**src/rtl/div_share_arbiter_pkg.sv**
```systemverilog
// Shared definitions for the divider-sharing arbiter: default sizes,
// arbiter FSM state encodings and the result flag bundle.
package div_share_arbiter_pkg;

    // Default geometry of the shared divider port.
    localparam int NREQ_DEFAULT    = 4;
    localparam int IDW_DEFAULT     = 2;
    localparam int W_DEFAULT       = 24;
    localparam int TIMEOUT_DEFAULT = 64;

    // Width of the WAIT-state cycle counter; TIMEOUT is limited to 255.
    localparam int CNTW = 8;

    // Arbiter FSM encodings. The ARB_ prefix keeps them apart from the
    // legacy IDLE macro used elsewhere in the codebase.
    localparam int STW = 3;
    localparam logic [STW-1:0] ARB_IDLE  = 3'd0;
    localparam logic [STW-1:0] ARB_ISSUE = 3'd1;
    localparam logic [STW-1:0] ARB_WAIT  = 3'd2;
    localparam logic [STW-1:0] ARB_RESP  = 3'd3;

    // Status returned alongside the quotient.
    typedef struct packed {
        logic valid;   // divider reported a valid quotient
        logic dbz;     // divider reported divide-by-zero
        logic tmo;     // operation aborted by the WAIT timeout
    } res_flags_t;

    // Last counter value of the WAIT window; reaching it without a
    // completion pulse aborts the operation.
    function automatic logic [CNTW-1:0] tmo_last(input int timeout);
        return CNTW'(timeout - 1);
    endfunction

endpackage

```
**src/rtl/div_share_arbiter_rr_pick.sv**
```systemverilog
// Round-robin picker: finds the first asserted request scanning from the
// pointer upwards and wrapping from NREQ-1 back to 0. Purely combinational.
module div_share_arbiter_rr_pick #(
    parameter int NREQ = 4,
    parameter int IDW  = 2
) (
    input  logic [NREQ-1:0] req,
    input  logic [IDW-1:0]  ptr,
    output logic            any,
    output logic [IDW-1:0]  idx
);

    // Candidate index at each scan offset and whether it is requesting.
    logic [IDW-1:0]  cand [NREQ];
    logic [NREQ-1:0] hit;

    genvar gi;
    generate
        for (gi = 0; gi < NREQ; gi++) begin : g_cand
            // One extra bit so ptr + offset never overflows before the wrap.
            logic [IDW:0] sum;
            assign sum      = {1'b0, ptr} + (IDW+1)'(gi);
            assign cand[gi] = (sum >= (IDW+1)'(NREQ)) ? IDW'(sum - (IDW+1)'(NREQ))
                                                      : IDW'(sum);
            assign hit[gi]  = req[cand[gi]];
        end
    endgenerate

    assign any = |req;

    // Lowest scan offset wins: walk from the far end so nearer hits overwrite.
    always_comb begin
        idx = '0;
        for (int k = NREQ - 1; k >= 0; k--) begin
            if (hit[k]) begin
                idx = cand[k];
            end
        end
    end

endmodule

```
**src/rtl/div_share_arbiter.sv**
```systemverilog
// Shares one division unit among NREQ requesters. A request is granted
// round-robin in IDLE, its operands are latched, the divider gets a
// one-cycle start pulse, and the result (or a timeout abort) is returned
// with a one-cycle ack to the granted requester.
module div_share_arbiter
    import div_share_arbiter_pkg::*;
#(
    parameter int NREQ    = NREQ_DEFAULT,
    parameter int IDW     = IDW_DEFAULT,
    parameter int W       = W_DEFAULT,
    parameter int TIMEOUT = TIMEOUT_DEFAULT
) (
    input  logic              CLK,
    input  logic              RST,
    // requester side
    input  logic [NREQ-1:0]   req,
    input  logic [NREQ*W-1:0] req_a,
    input  logic [NREQ*W-1:0] req_b,
    output logic [NREQ-1:0]   ack,
    output logic [W-1:0]      res,
    output logic              res_valid,
    output logic              res_dbz,
    output logic              res_tmo,
    output logic              busy,
    output logic [IDW-1:0]    grant_id,
    // divider side
    output logic              div_start,
    output logic [W-1:0]      div_a,
    output logic [W-1:0]      div_b,
    input  logic              div_done,
    input  logic              div_valid,
    input  logic              div_dbz,
    input  logic [W-1:0]      div_o
);

    localparam logic [CNTW-1:0] TMO_LAST = tmo_last(TIMEOUT);

    // Architectural state.
    logic [STW-1:0]  state_q, state_d;
    logic [IDW-1:0]  ptr_q,   ptr_d;
    logic [IDW-1:0]  grant_q, grant_d;
    logic [CNTW-1:0] cnt_q,   cnt_d;
    logic [W-1:0]    a_q,     a_d;
    logic [W-1:0]    b_q,     b_d;
    logic [W-1:0]    res_q,   res_d;
    res_flags_t      flags_q, flags_d;

    // Picker result for the current request vector.
    logic            pick_any;
    logic [IDW-1:0]  pick_idx;

    // Operand slots unpacked per requester.
    logic [W-1:0]    slot_a [NREQ];
    logic [W-1:0]    slot_b [NREQ];

    genvar gi;
    generate
        for (gi = 0; gi < NREQ; gi++) begin : g_slot
            assign slot_a[gi] = req_a[gi*W +: W];
            assign slot_b[gi] = req_b[gi*W +: W];
        end
    endgenerate

    div_share_arbiter_rr_pick #(
        .NREQ (NREQ),
        .IDW  (IDW)
    ) u_rr_pick (
        .req  (req),
        .ptr  (ptr_q),
        .any  (pick_any),
        .idx  (pick_idx)
    );

    // Next-state logic: grant, issue, wait for completion or timeout, respond.
    always_comb begin
        state_d = state_q;
        ptr_d   = ptr_q;
        grant_d = grant_q;
        cnt_d   = cnt_q;
        a_d     = a_q;
        b_d     = b_q;
        res_d   = res_q;
        flags_d = flags_q;

        case (state_q)
            ARB_IDLE: begin
                if (pick_any) begin
                    // Operands are taken only here; later changes are ignored.
                    a_d     = slot_a[pick_idx];
                    b_d     = slot_b[pick_idx];
                    grant_d = pick_idx;
                    state_d = ARB_ISSUE;
                end
            end

            ARB_ISSUE: begin
                cnt_d   = '0;
                state_d = ARB_WAIT;
            end

            ARB_WAIT: begin
                if (div_done) begin
                    res_d   = div_o;
                    flags_d = '{valid: div_valid, dbz: div_dbz, tmo: 1'b0};
                    state_d = ARB_RESP;
                end else if (cnt_q == TMO_LAST) begin
                    res_d   = '0;
                    flags_d = '{valid: 1'b0, dbz: 1'b0, tmo: 1'b1};
                    state_d = ARB_RESP;
                end else begin
                    cnt_d = cnt_q + CNTW'(1);
                end
            end

            ARB_RESP: begin
                // The requester just served becomes lowest priority.
                ptr_d   = (grant_q == IDW'(NREQ - 1)) ? '0 : grant_q + IDW'(1);
                state_d = ARB_IDLE;
            end

            default: begin
                state_d = ARB_IDLE;
            end
        endcase
    end

    // State registers; reset also discards any operation in flight.
    always_ff @(posedge CLK or posedge RST) begin
        if (RST) begin
            state_q <= ARB_IDLE;
            ptr_q   <= '0;
            grant_q <= '0;
            cnt_q   <= '0;
            a_q     <= '0;
            b_q     <= '0;
            res_q   <= '0;
            flags_q <= '0;
        end else begin
            state_q <= state_d;
            ptr_q   <= ptr_d;
            grant_q <= grant_d;
            cnt_q   <= cnt_d;
            a_q     <= a_d;
            b_q     <= b_d;
            res_q   <= res_d;
            flags_q <= flags_d;
        end
    end

    // Ack is one-hot on the granted requester during RESP only.
    generate
        for (gi = 0; gi < NREQ; gi++) begin : g_ack
            assign ack[gi] = (state_q == ARB_RESP) && (grant_q == IDW'(gi));
        end
    endgenerate

    assign res       = res_q;
    assign res_valid = flags_q.valid;
    assign res_dbz   = flags_q.dbz;
    assign res_tmo   = flags_q.tmo;
    assign busy      = (state_q != ARB_IDLE);
    assign grant_id  = grant_q;
    assign div_start = (state_q == ARB_ISSUE);
    assign div_a     = a_q;
    assign div_b     = b_q;

endmodule
```
**config.mk**
```make
export PLATFORM = sky130hd
export DESIGN_NAME = div_share_arbiter
export DESIGN_NICKNAME = d
export VERILOG_FILES = /design/src/rtl/div_share_arbiter_pkg.sv /design/src/rtl/div_share_arbiter_rr_pick.sv /design/src/rtl/div_share_arbiter.sv
export SDC_FILE = /design/constraint.sdc
export NUM_CORES = 1
export LEC_CHECK = 0
export CAP_MARGIN = 20
export CORE_ASPECT_RATIO = 1.2
export CORE_MARGIN = 8
export CORE_UTILIZATION = 41
export CTS_BUF_LIST = sky130_fd_sc_hd__clkbuf_4
export CTS_CLUSTER_DIAMETER = 50
export CTS_CLUSTER_SIZE = 20
export DETAILED_ROUTE_END_ITERATION = 8
export PLACE_DENSITY = 0.89
export SYNTH_ARGS = -nofsm -noshare
export SYNTH_HDL_FRONTEND = slang
export SYNTH_SLANG_ARGS = --single-unit
export TNS_END_PERCENT = 1
```
**constraint.sdc**
```tcl
create_clock -name CLK -period 8.2 [get_ports CLK]
set_input_delay 1.64 -clock CLK [delete_from_list [all_inputs] [get_ports CLK]]
set_output_delay 1.64 -clock CLK [all_outputs]
set_load 0.05 [all_outputs]
```
==> results of run 1 <==
[sequential cells by signal, indices dropped and copies added, names as in the netlist]
register,flops
div_b,24
div_a,24
res_valid,1
res,24
res_dbz,1
cnt_q,8
grant_id,2
state_q,2
ptr_q,2
res_tmo,1
[stage by stage]
step                util [%]  power, uW  cell area (um2)
floorplan                  -       2110             4860
finish                  70.4       3060             8140
detailed placement      68.9       2790             7970
CTS                     70.2       3060             8120
global placement        68.9       2720             7970
global route            70.4       3210             8140
[how the worst max path moves through the flow]
stage | start | to | slack (ns) | depth (start not counted)
detailed placement | req[1] | div_a[1] | 3.15 | 5
CTS | req[1] | div_a[1] | 3.63 | 5
finish | req[1] | div_a[0] | 3.70 | 5
floorplan | RST | cnt_q[0] | 4.25 | 1
global route | req[1] | div_a[18] | 3.46 | 5
global placement | req[1] | div_a[20] | 3.38 | 5
[worst register-to-register path, stage by stage (launching register included)]
cell,delay [ns]
dfrtp_1,0.42
inv_1,0.09
ha_1,0.25
nand2b_2,0.74
or2_2,0.95
o221ai_1,0.30
[cell type report]
cell class / instances / area, um2
fillers: 856 / 3420
repair buffers: 310 / 3120
multi-input cells: 301 / 2400
flip-flops and latches: 89 / 2230
well taps: 157 / 196
clock buffers: 11 / 82.6
clock inverters: 4 / 68.8
inverters: 13 / 50.0
[per-layer routing]
metal	track usage [%]	share of wire [%]	vias up
met4	10.6	3.3	2
li1	-	-	2217
met1	27.3	36	2430
met5	0	0.074	-
met3	7.98	9.3	48
met2	45.6	52	248
[placed cells by master (no fill, tap or decap), types with 2 or more instances in the layout]
cell / instances
clkdlybuf4s50_1: 307
mux2i_1: 96
dfrtp_1: 89
nand2_1: 63
o221ai_1: 38
a22o_1: 26
inv_1: 11
clkbuf_4: 11
o221ai_2: 10
o21ai_0: 9
ha_1: 9
nor2_1: 5
a21oi_1: 5
nand3_1: 4
o31ai_1: 4
and2_1: 4
o21ai_1: 3
nor3_1: 3
nand4_1: 2
o211ai_1: 2
or4_1: 2
nor4_1: 2
nand2b_2: 2
nor2b_1: 2
clkinv_2: 2
bufinv_16: 2
buf_12: 2
[power breakdown]
part           switching, uW  internal, uW
registers                124           635
logic                   1280           747
clock network            140           128
total                   1550          1510
[kinds of logic after synthesis]
group / Yosys count / share of synthesized area, %
flip-flops: 89 / 45.9
AO/OA/AOI/OAI: 104 / 18.6
AND/OR/NAND/NOR: 92 / 8.17
adder cells (fa/ha/maj): 9 / 2.32
multiplexers: 96 / 19.8
buffers and inverters: 46 / 5.28
==> impl_metrics.json, run 1 <==
{
  "r2r_setup_slack_ns": 5.32,
  "via_count": 4945,
  "avgRoutedWirePerCell_um": 23.0,
  "hold_path_class": "register to register",
  "crit_family": "simple AND/OR/NAND/NOR gates",
  "slew_viol_final": 0,
  "dr.pass1.iters": 6,
  "h-tree-depth": 3,
  "routed_wl_um": 20400,
  "drv_cap": 0,
  "tns_ns": 0,
  "die_area_mm2": 0.0156,
  "initialDrtViolationCount": 266,
  "finalHoldViolations": 0,
  "synthArstFlopShare_pct": 100,
  "r2r_cells": 5,
  "p_per_area_mw_per_mm2": 375,
  "cp.required_ns": 8.47,
  "insertedDiodeCount": 0,
  "critical-path-max-stage-delay_ns": 0.94,
  "std_cell_rows": 43,
  "die_width_um": 115,
  "setup.worst_path.class": "input port to register",
  "synth_edf_count": 0,
  "ctsHoldBuffers": 0,
  "slew_headroom_pct": 29.3,
  "yosysTopAreaCellShare_pct": 45.9,
  "cts_tree": "yes",
  "yosys_warnings": 0,
  "io_pins": 308,
  "worstReg2RegEnd": "div_a[0]",
  "initial_core_util_pct": 42.0,
  "min_to": "div_a[22]",
  "gp_congestion": 0.895,
  "clk_pin_slew_ns": 0.14,
  "rsz0062_at_grt": "no",
  "stdcell_count": 885,
  "grt_remaining_overflow": 0,
  "areaGrowthSynthToFinish_pct": 67.7,
  "syn_avg_cell_area_um2": 11.1,
  "syn_area_mm2": 0.00486,
  "post_cts_resized": 0,
  "rr_startpoint": "state_q[0]",
  "cp_num_buf_inv": 1,
  "peakVddDrop_mv": 0.270,
  "post-place-ws_ns": 3.15,
  "ant_nets": 0,
  "core_mm2": 0.0116,
  "synth.distinct_cells": 34,
  "clock-skew-final_ns": 0.0143,
  "cts.sinks": 89,
  "final.min_clock_period_ns": 4.50,
  "synthTopCellsByCount": "96 x mux2i_1, 89 x dfrtp_1, 63 x nand2_1",
  "worst_slew_pin_slew_ns": 1.06,
  "synth-seq-cells": 89,
  "worst_skew_pair.late_latency_ns": 0.42,
  "syn_nets": 670,
  "io_buffer_count": 307,
  "grt_antenna_before_repair": 1,
  "status": "finished, final reports clean",
  "synth_top_area_cell": "dfrtp_1",
  "cts_made_buffers": 9,
  "worstHoldStart": "div_a[22]",
  "start_kind": "input port",
  "dp_hpwl_um": 16400,
  "p_leak_uw": 0.00364,
  "cts_root_buf": "clkbuf_4",
  "critical_path.slowest_cell": "or2_2",
  "grt_pass1_vias": 5408,
  "ys.flop_type": "dfrtp_1",
  "timing.final.crit_share_pct": 54.9,
  "yosysSeqAreaShare_pct": 45.9,
  "grt_usage_pct": 25.7,
  "clock_path_buffers": 2,
  "post_cts_buffers": 0,
  "path_cells": "clkdlybuf4s50_1 > nor4_1 > nand2b_2 > or2_2 > o221ai_1",
  "cp_max_fo": 53,
  "setup_slack_ns": 3.70,
  "layout-drive-gt1-share_pct": 5.08,
  "dp_cells": 869,
  "fin_nets": 958,
  "drc": 0,
  "fmax_mhz": 222,
  "synthMostInstantiatedCell": "mux2i_1",
  "die_y_um": 135,
  "hold_depth": 2,
  "hold_ws_ns": 0.505,
  "synthCells": 436,
  "finalSetupViolCount": 0,
  "grt_max_degree": 82,
  "grt_first_pass_wirelength_um": 30900,
  "synth_area_leaders": "dfrtp_1 46%, mux2i_1 20%, o221ai_1 6.9%, nand2_1 4.9%, a22o_1 4.7%",
  "end_kind": "register",
  "viasPerCell": 5.59,
  "crit_arrival_ns": 4.77
}
Note: power is estimated with default switching activity, not from simulation.
==> inputs of run 2 (changes only) <==
--- a/config.mk
+++ b/config.mk
@@ -8,12 +8,12 @@
 export CAP_MARGIN = 20
 export CORE_ASPECT_RATIO = 1.2
 export CORE_MARGIN = 8
-export CORE_UTILIZATION = 41
+export CORE_UTILIZATION = 38
 export CTS_BUF_LIST = sky130_fd_sc_hd__clkbuf_4
 export CTS_CLUSTER_DIAMETER = 50
 export CTS_CLUSTER_SIZE = 20
 export DETAILED_ROUTE_END_ITERATION = 8
-export PLACE_DENSITY = 0.89
+export PLACE_DENSITY = 0.83
 export SYNTH_ARGS = -nofsm -noshare
 export SYNTH_HDL_FRONTEND = slang
 export SYNTH_SLANG_ARGS = --single-unit
==> constraint.sdc (replaced) <==
create_clock -name CLK -period 4.5 [get_ports CLK]
set_input_delay 0.9 -clock CLK [delete_from_list [all_inputs] [get_ports CLK]]
set_output_delay 0.9 -clock CLK [all_outputs]
set_load 0.05 [all_outputs]
==> impl_metrics.json, run 2 (synthesis gave the netlist of run 1 again) <==
{
  "fin_nets": 963,
  "worst_slew_pin_slew_ns": 1.04,
  "cp_max_fo": 5,
  "tns_ns": 0,
  "final.min_clock_period_ns": 3.05,
  "timing.final.crit_share_pct": 67.9,
  "peakVddDrop_mv": 0.497,
  "dp_hpwl_um": 15600,
  "grt_first_pass_wirelength_um": 29700,
  "post-place-ws_ns": 1.27,
  "avgRoutedWirePerCell_um": 21.6,
  "critical-path-max-stage-delay_ns": 0.83,
  "dp_cells": 882,
  "p_per_area_mw_per_mm2": 668,
  "gp_congestion": 0.897,
  "end_kind": "output port",
  "cts_made_buffers": 9,
  "dr.pass1.iters": 5,
  "worst_skew_pair.late_latency_ns": 0.43,
  "grt_max_degree": 69,
  "cp.required_ns": 3.60,
  "via_count": 4841,
  "slew_headroom_pct": 30.5,
  "clock_path_buffers": 2,
  "h-tree-depth": 3,
  "clock-skew-final_ns": 0.0140,
  "die_area_mm2": 0.0167,
  "grt_usage_pct": 22.5,
  "path_cells": "inv_1 > ha_1 > and2_1 > clkdlybuf4s50_1",
  "io_pins": 308,
  "io_buffer_count": 307,
  "stdcell_count": 897,
  "crit_family": "buffers and inverters",
  "cts_tree": "yes",
  "hold_path_class": "register to register",
  "std_cell_rows": 45,
  "routed_wl_um": 19400,
  "die_width_um": 119,
  "cts_root_buf": "clkbuf_4",
  "layout-drive-gt1-share_pct": 5.73,
  "cts.sinks": 89,
  "fill_cells": 993,
  "rsz0062_at_grt": "no",
  "crit_arrival_ns": 2.15,
  "grt_remaining_overflow": 0,
  "drc": 0,
  "grt_pass1_vias": 5367,
  "critical_path.slowest_cell": "clkdlybuf4s50_1",
  "grt_antenna_before_repair": 1,
  "layout_common_cells": "307 x clkdlybuf4s50_1, 96 x mux2i_1, 89 x dfrtp_1, 63 x nand2_1, 38 x o221ai_1",
  "status": "finished, final reports clean",
  "initial_core_util_pct": 38.7,
  "slew_viol_final": 0,
  "fmax_mhz": 327,
  "post_cts_buffers": 0,
  "start_kind": "register",
  "viasPerCell": 5.40,
  "areaGrowthSynthToFinish_pct": 67.9,
  "die_y_um": 140,
  "final_util_pct": 65.0,
  "finalSetupViolCount": 0,
  "setup_slack_ns": 1.45,
  "core_mm2": 0.0126,
  "layout_commonest_cell": "clkdlybuf4s50_1",
  "clk_pin_slew_ns": 0.14,
  "p_leak_uw": 0.00364,
  "ant_nets": 0,
  "post_cts_resized": 0,
  "setup.worst_path.class": "register to output port",
  "drv_cap": 0,
  "insertedDiodeCount": 0,
  "finalHoldViolations": 0,
  "cp_num_buf_inv": 2,
  "initialDrtViolationCount": 280,
  "r2r_setup_slack_ns": 2.19,
  "ctsHoldBuffers": 0
}
## run 2: changes by cell type in the layout (fill, tap and decap cells not counted)
cell | before | now
buf_4 | 1 | 5
buf_12 | 2 | 3
clkinv_2 | 2 | 3
clkinvlp_4 | 0 | 1
bufinv_16 | 2 | 0
## run 2: report_power, final
group / total [uW] / leakage (uW) / internal (uW) / switching (uW)
sequential: 1390 / 0.00112 / 1160 / 228
clock: 378 / 0.0000601 / 120 / 258
combinational: 3680 / 0.00247 / 1380 / 2300
total: 5450 / 0.00364 / 2660 / 2790
## run 2: final cells by class
cell class	instances	area, um2	area share [%]
timing repair buffer	315	3170	38.9
clock buffer	11	82.6	1.01
tap	164	205	2.52
inverter	13	50.0	0.614
sequential	89	2230	27.3
clock inverter	4	21.3	0.261
multi-input combinational	301	2400	29.4
## run 2: final timing paths
| path | start | to | cells past startpoint |
|---|---|---|---|
| setup / recovery | grant_id[0] | ack[2] | 4 |
| min in group asynchronous | RST | res[13] | 2 |
| setup reg to reg | state_q[0] | res[5] | 5 |
| max in group asynchronous | RST | div_b[6] | 3 |
| hold / removal | div_b[6] | div_b[6] | 2 |
| hold reg to reg | div_b[6] | div_b[6] | 2 |
## run 2: metal layers
layer	part of all wire, %	routed length, um	global-route usage [%]
met1	38	7290	24.7
met5	0.067	13	0
met4	2.1	402	7.61
met3	8.8	1710	6.35
met2	51	9940	40.4
## run 2: per-stage QoR
step / hold slack (ns) / cell area (um2) / total power [uW]
after global placement: 0.470 / 8050 / 5000
after floorplan: 0.459 / 4860 / 3840
final: 0.500 / 8160 / 5450
after CTS: 0.507 / 8160 / 5490
after global routing: 0.524 / 8160 / 5740
after detailed placement: 0.475 / 8050 / 5100
## run 2: worst register-to-register path, cell delays in order (launching register included)
cell	delay [ns]
dfrtp_1	0.44
inv_1	0.10
ha_1	0.39
inv_1	0.24
nor2_2	0.83
a22o_1	0.26
